`src/rtl/mii_net_rx_fcs_check.sv`:
```
// Purpose: MII receive framer; strips preamble/SFD, assembles bytes, checks CRC-32, emits payload without FCS.
// Latency: payload byte k-5 leaves the cycle after byte k completes; the last beat and status come the cycle after rx_dv falls.
// Backpressure: none; the downstream must accept every beat (at most one beat per two cycles).
//
// Ports:
//   i_clk, i_reset         MII rx clock, synchronous active-high reset
//   i_rx_dv, i_rx_er       MII receive data valid / receive error
//   i_rxd[3:0]             MII receive nibble, low nibble of each byte first
//   o_data[7:0], o_valid   payload byte strobe (FCS never appears)
//   o_last                 qualifies o_valid; final payload byte of the frame
//   o_good, o_bad          one-cycle frame verdict, one per frame that reached DATA
module mii_net_rx_fcs_check #(
  parameter int MIN_LEN = 64,
  parameter int MAX_LEN = 1518
) (
  input  logic       i_clk,
  input  logic       i_reset,
  input  logic       i_rx_dv,
  input  logic       i_rx_er,
  input  logic [3:0] i_rxd,
  output logic [7:0] o_data,
  output logic       o_valid,
  output logic       o_last,
  output logic       o_good,
  output logic       o_bad
);

  localparam int             CW       = $clog2(MAX_LEN + 2);
  localparam logic [CW-1:0]  MIN_C    = CW'(MIN_LEN);
  localparam logic [CW-1:0]  MAX_C    = CW'(MAX_LEN);
  localparam logic [CW-1:0]  FCS_LEN  = CW'(5);
  localparam logic [31:0]    POLY     = 32'hEDB88320;
  localparam logic [31:0]    RESIDUE  = 32'hDEBB20E3;
  localparam logic [31:0]    CRC_INIT = 32'hFFFFFFFF;

  typedef enum logic [1:0] {IDLE, PREAMBLE, DATA, DROP} state_t;

  state_t          state, state_nxt;
  logic [31:0]     crc, crc_nxt;
  logic            phase, phase_nxt;
  logic [3:0]      lo_nib, lo_nib_nxt;
  logic [CW-1:0]   cnt, cnt_nxt;
  logic            err, err_nxt;
  // Delay line: element 0 is the oldest byte. Holding 4 bytes behind the
  // newest lets the FCS be dropped without knowing the frame length upfront.
  logic [4:0][7:0] line, line_nxt;
  logic [7:0]      data_nxt;
  logic            valid_nxt, last_nxt, good_nxt, bad_nxt;
  logic [7:0]      byte_c;
  logic [31:0]     crc_byte;

  // Bit-serial form of the reflected table update: table[crc[7:0]^b] ^ (crc>>8).
  function automatic logic [31:0] crc_upd(input logic [31:0] c, input logic [7:0] b);
    logic [31:0] r;
    r = c ^ {24'h0, b};
    for (int i = 0; i < 8; i++) begin
      r = r[0] ? ((r >> 1) ^ POLY) : (r >> 1);
    end
    return r;
  endfunction

  assign byte_c   = {i_rxd, lo_nib};
  assign crc_byte = crc_upd(crc, byte_c);

  always_comb begin
    state_nxt  = state;
    crc_nxt    = crc;
    phase_nxt  = phase;
    lo_nib_nxt = lo_nib;
    cnt_nxt    = cnt;
    err_nxt    = err;
    line_nxt   = line;
    data_nxt   = 8'h00;
    valid_nxt  = 1'b0;
    last_nxt   = 1'b0;
    good_nxt   = 1'b0;
    bad_nxt    = 1'b0;
    case (state)
      IDLE: begin
        if (i_rx_dv) state_nxt = (i_rxd == 4'h5) ? PREAMBLE : DROP;
      end
      PREAMBLE: begin
        if (!i_rx_dv) begin
          state_nxt = IDLE;
        end else if (i_rxd == 4'hD) begin
          state_nxt = DATA;
          crc_nxt   = CRC_INIT;
          phase_nxt = 1'b0;
          cnt_nxt   = '0;
          err_nxt   = 1'b0;
          line_nxt  = '0;
        end else if (i_rxd != 4'h5) begin
          state_nxt = DROP;
        end
      end
      DATA: begin
        if (!i_rx_dv) begin
          if (cnt >= FCS_LEN) begin
            valid_nxt = 1'b1;
            last_nxt  = 1'b1;
            data_nxt  = line[0];
          end
          if (crc == RESIDUE && !err && !phase && cnt >= MIN_C && cnt <= MAX_C)
            good_nxt = 1'b1;
          else
            bad_nxt = 1'b1;
          state_nxt = IDLE;
        end else begin
          if (i_rx_er) err_nxt = 1'b1;
          if (!phase) begin
            lo_nib_nxt = i_rxd;
            phase_nxt  = 1'b1;
          end else begin
            phase_nxt = 1'b0;
            if (cnt == MAX_C) begin
              // Oversize: close the frame early with the oldest byte as its last beat.
              cnt_nxt   = MAX_C + CW'(1);
              valid_nxt = 1'b1;
              last_nxt  = 1'b1;
              bad_nxt   = 1'b1;
              data_nxt  = line[0];
              state_nxt = DROP;
            end else begin
              crc_nxt  = crc_byte;
              cnt_nxt  = cnt + CW'(1);
              line_nxt = {byte_c, line[4:1]};
              // Line is full once five bytes have entered.
              if (cnt >= FCS_LEN) begin
                valid_nxt = 1'b1;
                data_nxt  = line[0];
              end
            end
          end
        end
      end
      DROP: begin
        if (!i_rx_dv) state_nxt = IDLE;
      end
      default: state_nxt = IDLE;
    endcase
  end

  always_ff @(posedge i_clk) begin
    if (i_reset) begin
      state   <= IDLE;
      crc     <= CRC_INIT;
      phase   <= 1'b0;
      lo_nib  <= 4'h0;
      cnt     <= '0;
      err     <= 1'b0;
      line    <= '0;
      o_data  <= 8'h00;
      o_valid <= 1'b0;
      o_last  <= 1'b0;
      o_good  <= 1'b0;
      o_bad   <= 1'b0;
    end else begin
      state   <= state_nxt;
      crc     <= crc_nxt;
      phase   <= phase_nxt;
      lo_nib  <= lo_nib_nxt;
      cnt     <= cnt_nxt;
      err     <= err_nxt;
      line    <= line_nxt;
      o_data  <= data_nxt;
      o_valid <= valid_nxt;
      o_last  <= last_nxt;
      o_good  <= good_nxt;
      o_bad   <= bad_nxt;
    end
  end

endmodule

```
`config.mk`:
```
export PLATFORM = sky130hd
export DESIGN_NAME = mii_net_rx_fcs_check
export DESIGN_NICKNAME = d
export VERILOG_FILES = /design/src/rtl/mii_net_rx_fcs_check.sv
export SDC_FILE = /design/constraint.sdc
export NUM_CORES = 1
export LEC_CHECK = 0
export ABC_CLOCK_PERIOD_IN_PS = 6300
export CAP_MARGIN = 20
export CORE_ASPECT_RATIO = 0.75
export CORE_UTILIZATION = 65
export CTS_CLUSTER_DIAMETER = 80
export DETAILED_ROUTE_END_ITERATION = 12
export PLACE_DENSITY = 0.83
export SETUP_SLACK_MARGIN = 0.4
export SLEW_MARGIN = 20
export SYNTH_ARGS = -nofsm -noshare
export SYNTH_HDL_FRONTEND = slang
export SYNTH_SLANG_ARGS = --single-unit
```
`constraint.sdc`:
```
create_clock -name i_clk -period 6.3 [get_ports i_clk]
set_clock_uncertainty 0.05 [all_clocks]
set_input_delay 1.575 -clock i_clk [delete_from_list [all_inputs] [get_ports i_clk]]
set_output_delay 1.575 -clock i_clk [all_outputs]
set_load 0.05 [all_outputs]
```
## Word level (Yosys, flattened, before mapping)

Cells that the tools add are included.
W data, S select, Z words.

| word-level totals | value |
|---|---|
| logic and storage cells | 124 |
| output and inout bits | 12 |
| input bits | 8 |
| bits in registers | 103 |

| cells by class | value |
|---|---|
| $lt $le $gt $ge | 3 |
| reduce and logical (&&, ||, !) cells | 16 |
| muxes and demuxes | 58 |
| add/subtract/negate cells | 1 |
| equal/unequal tests | 19 |
| bitwise operators | 11 |

Operators with widths:

| cell | count |
|---|---|
| $mux W32 | 13 |
| $mux W40 | 5 |
| $not A13 Y14 | 8 |
| $pmux W40 S2 | 1 |
| $pmux W32 S2 | 1 |
| $mux W11 | 5 |
| $eq A32 B32 Y1 const B | 1 |
| $mux W8 | 4 |
| $xor A32 B8 Y32 | 1 |
| $pmux W11 S2 | 1 |
| $mux W2 | 9 |
| $mux W1 | 16 |
| $ne A2 B2 Y1 const B | 8 |
| $reduce_and A5 Y1 | 3 |
| $add A11 B1 Y11 const B | 1 |
| $eq A11 B11 Y1 const B | 1 |
| $ge A11 B3 Y1 const B | 1 |
| $ge A11 B7 Y1 const B | 1 |
| $le A11 B11 Y1 const B | 1 |
| $pmux W2 S4 | 1 |
| $ne A3 B3 Y1 const B | 2 |
| $reduce_and A6 Y1 | 1 |
| $eq A2 B2 Y1 const B | 2 |
| $eq A4 B3 Y1 const B | 1 |
| 14 further kinds | 20 |

## Depth between registers and ports, before layout

| depth | value |
|---|---|
| depth in word-level cells | 21 |
| mapped depth | 8 |
| gate-level depth less buffers | 6 |

## Worst setup path before layout

No wires, ideal clock.

| path | value |
|---|---|
| kind | input to register |
| start | in i_rxd[2] |
| end | reg crc[19] |
| arrival time | 3124 ps |
| setup slack | 3007 ps |
| library setup time | 120 ps |
| stages on the path | 5 |
| cell sequence | xnor2_1 xnor3_2 xnor3_1 a21oi_1 a211o_1 |

| between the ends | value |
|---|---|
| word-level cells in the longest chain between the ends | 15 |
| elaborated cells between the ends (all ways) | 18 |

RTL lines:

| what | line | text |
|---|---|---|
| start, declared | 20 | `input logic [3:0] i_rxd,` |
| $xor A32 B8 Y32 | 55 | `r = c ^ {24'h0, b};` |
| $not A13 Y14 (no source line) | - |  |
| $mux W32 (7 in a row) | 57 | `r = r[0] ? ((r >> 1) ^ POLY) : (r >> 1);` |
| $not A13 Y14 (no source line) | - |  |
| $mux W32 | 57 |  |
| $mux W32 | 115 | `if (cnt == MAX_C) begin` |
| $mux W32 | 110 | `if (!phase) begin` |
| $mux W32 | 97 | `if (!i_rx_dv) begin` |
| $pmux W32 S2 | 78 | `case (state)` |
| end signal, assigned | 159 | `crc <= crc_nxt;` |
| end, declared | 39 | `logic [31:0] crc, crc_nxt;` |

Several ways; a longest one is shown, not always the timed one. The select of a mux whose other input is x is not followed.
A chain may end at the register's enable or synchronous reset.

## Worst setup path after layout

| path | value |
|---|---|
| start | in i_rxd[1] |
| end | reg crc[22] |

| between the ends | value |
|---|---|
| word-level cells in the longest chain between the ends | 14 |
| elaborated cells between the ends (all ways) | 17 |

RTL lines:

| what | line |
|---|---|
| $xor A32 B8 Y32 | 55 |
| $mux W32 (6 in a row) | 57 |
| $not A13 Y14 (no source line) | - |
| $mux W32 (2 in a row) | 57 |
| $mux W32 | 115 |
| $mux W32 | 110 |
| $mux W32 | 97 |
| $pmux W32 S2 | 78 |

Several ways; a longest one is shown, not always the timed one. The select of a mux whose other input is x is not followed.

==> results.sh <==
export IMPL_status="finished, final reports clean"
export IMPL_syn_nets=507
export IMPL_synth_distinct_cells=57
export IMPL_track_usage_pct=29.9
export IMPL_place_hpwl_mm=7.26
export IMPL_first_global_vias=3375
export IMPL_ys_top_cells_by_area="dfxtp_1 (43%), a22oi_1 (6.4%), xnor2_1 (5.2%)"
export IMPL_worst_pin_slew_ns=0.990
export IMPL_max_slew_margin_rel_pct=33.6
export IMPL_ys_ff_latch=103
export IMPL_routed_wl_mm=10.8
export IMPL_ant_nets=0
export IMPL_power_density_nw_per_um2=236
export IMPL_fin_ws_ns=2.46
export IMPL_num_rows=26
export IMPL_drt_iter0_markers=444
export IMPL_hold_path_class="reg -> reg"
export IMPL_utilization_pct=75.2
export IMPL_numCtsBuffers=9
export IMPL_wl_per_cell_microns=18.1
export IMPL_place_port_buffers=19
export IMPL_yosys_warnings=0
export IMPL_stdcell_count=599
export IMPL_seq_area_frac_synth_pct=42.6
export IMPL_ys_async_sr_fraction_pct=0
export IMPL_crit_arrival_ns=4.07
export IMPL_synthCells=496
export IMPL_drive_above_1_share_pct=7.19
export IMPL_die_h_microns=76.7
export IMPL_vias_per_cell=6.15
export IMPL_cts_tree="built"
export IMPL_grt_first_pass_wirelength_mm=17.5
export IMPL_placed_cells=584
export IMPL_final_nets=508
export IMPL_die_x_microns=102
export IMPL_setup_violations=0
export IMPL_yosys_top_cells_count="dfxtp_1 (103), nor2_1 (66), a22oi_1 (41), xnor2_1 (29), nand2b_1 (24)"
export IMPL_pre_cts_slack_ns=2.17
export IMPL_root_buffer="clkbuf_8"
export IMPL_hold_buffers=0
export IMPL_p_leak_nw=1.89
export IMPL_n_fill_cell=488
export IMPL_antenna_found_initial=0
export IMPL_drc=0
export IMPL_grt_max_degree=95
export IMPL_yosys_area_top_type_share_pct=42.6
export IMPL_finalHoldViolations=0
export IMPL_period_needed_ns=3.84
export IMPL_num_vias=3685
export IMPL_synth_area_leader_cell="dfxtp_1"
export IMPL_synth_area_sq_um=4840
export IMPL_syn2layout_area_growth_pct=8.55
export IMPL_whs_ns=0.411
export IMPL_synth_ff_type="dfxtp_1"
export IMPL_htreeDepth=3
export IMPL_grt_overflow_total=0
export IMPL_numClockSinks=103
export IMPL_cp_max_fo=30
export IMPL_worst_setup_path_end_kind="register"
export IMPL_die_area_sq_um=7800
export IMPL_maxCapViolations=0
export IMPL_synth_edf_count=0
export IMPL_crit_required_ns=6.53
export IMPL_drtPass1Iterations=5
export IMPL_syn_area_per_cell_sq_um=9.76
export IMPL_clk_pin_slew_worst_paths_ns=0.09
export IMPL_crit_path_start_kind="input port"
export IMPL_path_class="in -> reg"
export IMPL_ir_worst_vdd_v=0.000177
export IMPL_ctsResizeCount=0
export IMPL_design_portCount=20
export IMPL_initial_utilization_pct=69.2
export IMPL_cts_max_path_buffers=2
export IMPL_fin_crit_sh_pct=61.0
export IMPL_synth_most_common_cell="dfxtp_1"
export IMPL_max_freq_mhz=260
export IMPL_finalWeightedCongestion=0.951
export IMPL_fin_setup_tns_ns=0
export IMPL_clkLatencyLatePin_ns=0.38
export IMPL_rsz0062_at_grt="false"
export IMPL_antenna_cells=0
export IMPL_postCtsSetupRepairBufs=0
export IMPL_maxSlewViolCount=0
export IMPL_core_region_area_sq_um=6990
layout by cell type, fill, tap and decap left out, types with 3 or more instances in the layout:
master and n:
nor4b_1 5, a311oi_1 4, dfxtp_1 103, o31ai_1 3
ha_1 3, clkbuf_8 9, nand3_1 8, a211oi_1 4
a211o_1 4, xnor2_2 4, clkdlybuf4s50_1 18, o21bai_1 3
mux2i_1 4, o21ai_0 6, a21oi_1 18, xor2_1 11
nand2b_1 24, nor3_1 16, o22ai_1 19, and2_1 11
nand2_1 13, inv_1 6, xnor3_1 11, nand4_1 6
buf_4 4, a31oi_1 3, nor2_1 66, xor3_1 3
nor2b_1 3, a22oi_1 41, xnor2_1 29
final timing paths:
check | startpoint | end | slack (ns) | cells past startpoint
max | i_rxd[1] | crc[22] | 2.46 | 6
min | line[3] | o_data[3] | 0.41 | 1
max reg2reg | state[1] | crc[22] | 3.48 | 6
min reg2reg | line[3] | o_data[3] | 0.41 | 1
critical path, cell delays in order:
cell	delay, ns
clkdlybuf4s50_1	0.55
and4bb_2	0.42
a32o_1	0.29
o211a_1	0.82
nor3_1	0.12
a211oi_1	0.28
cell families after synthesis:
kind of cell / count (synthesis) / share of synthesized area [%]
and+or+nand+nor: 169 / 18.1
AOI/OAI and AO/OA: 114 / 16.6
DFF: 103 / 42.6
xor gates and xnor gates: 63 / 17.5
buffers and inverters: 39 / 3.36
muxes: 5 / 1.06
adders and majority gates: 3 / 0.775
through the flow:
step / instance area, sq um / total power [W]
after CTS: 5250 / 0.00125
after global placement: 5040 / 0.000809
after global routing: 5260 / 0.00128
final: 5260 / 0.00124
after floorplan: 4840 / 0.000784
after detailed placement: 5040 / 0.000811
routing by layer:
metal,global-route usage [%],wire (microns),up-vias
li1,-,-,1769
met1,43.4,5010,1750
met2,44.1,4840,155
met3,8.02,892,11
met4,7.25,102,0
met5,0,0,-
area by class of cell:
cell class,count,area (sq um),share of cell area (%)
Multi-Input combinational cell,354,2620,49.9
Sequential cell,103,2060,39.2
Tap cell,98,123,2.33
Clock buffer,10,128,2.43
Inverter,6,22.5,0.428
Clock inverter,5,83.8,1.59
Timing Repair Buffer,23,215,4.09
state kept, by name (all words and copies together) (netlist names), 2 cells and up:
register and count:
cnt 11, crc 32, line 40, lo_nib 4, o_data 8, state 2
power by group:
part           leakage (nW)  total [W]  switching [W]  internal (W)
Combinational         0.961   0.000138      0.0000696     0.0000680
Clock                0.0986   0.000440       0.000218      0.000222
Sequential            0.832   0.000662     0.00000665      0.000655
Total                  1.89    0.00124       0.000294      0.000945
No activity file was read; power rests on OpenSTA's default activity.
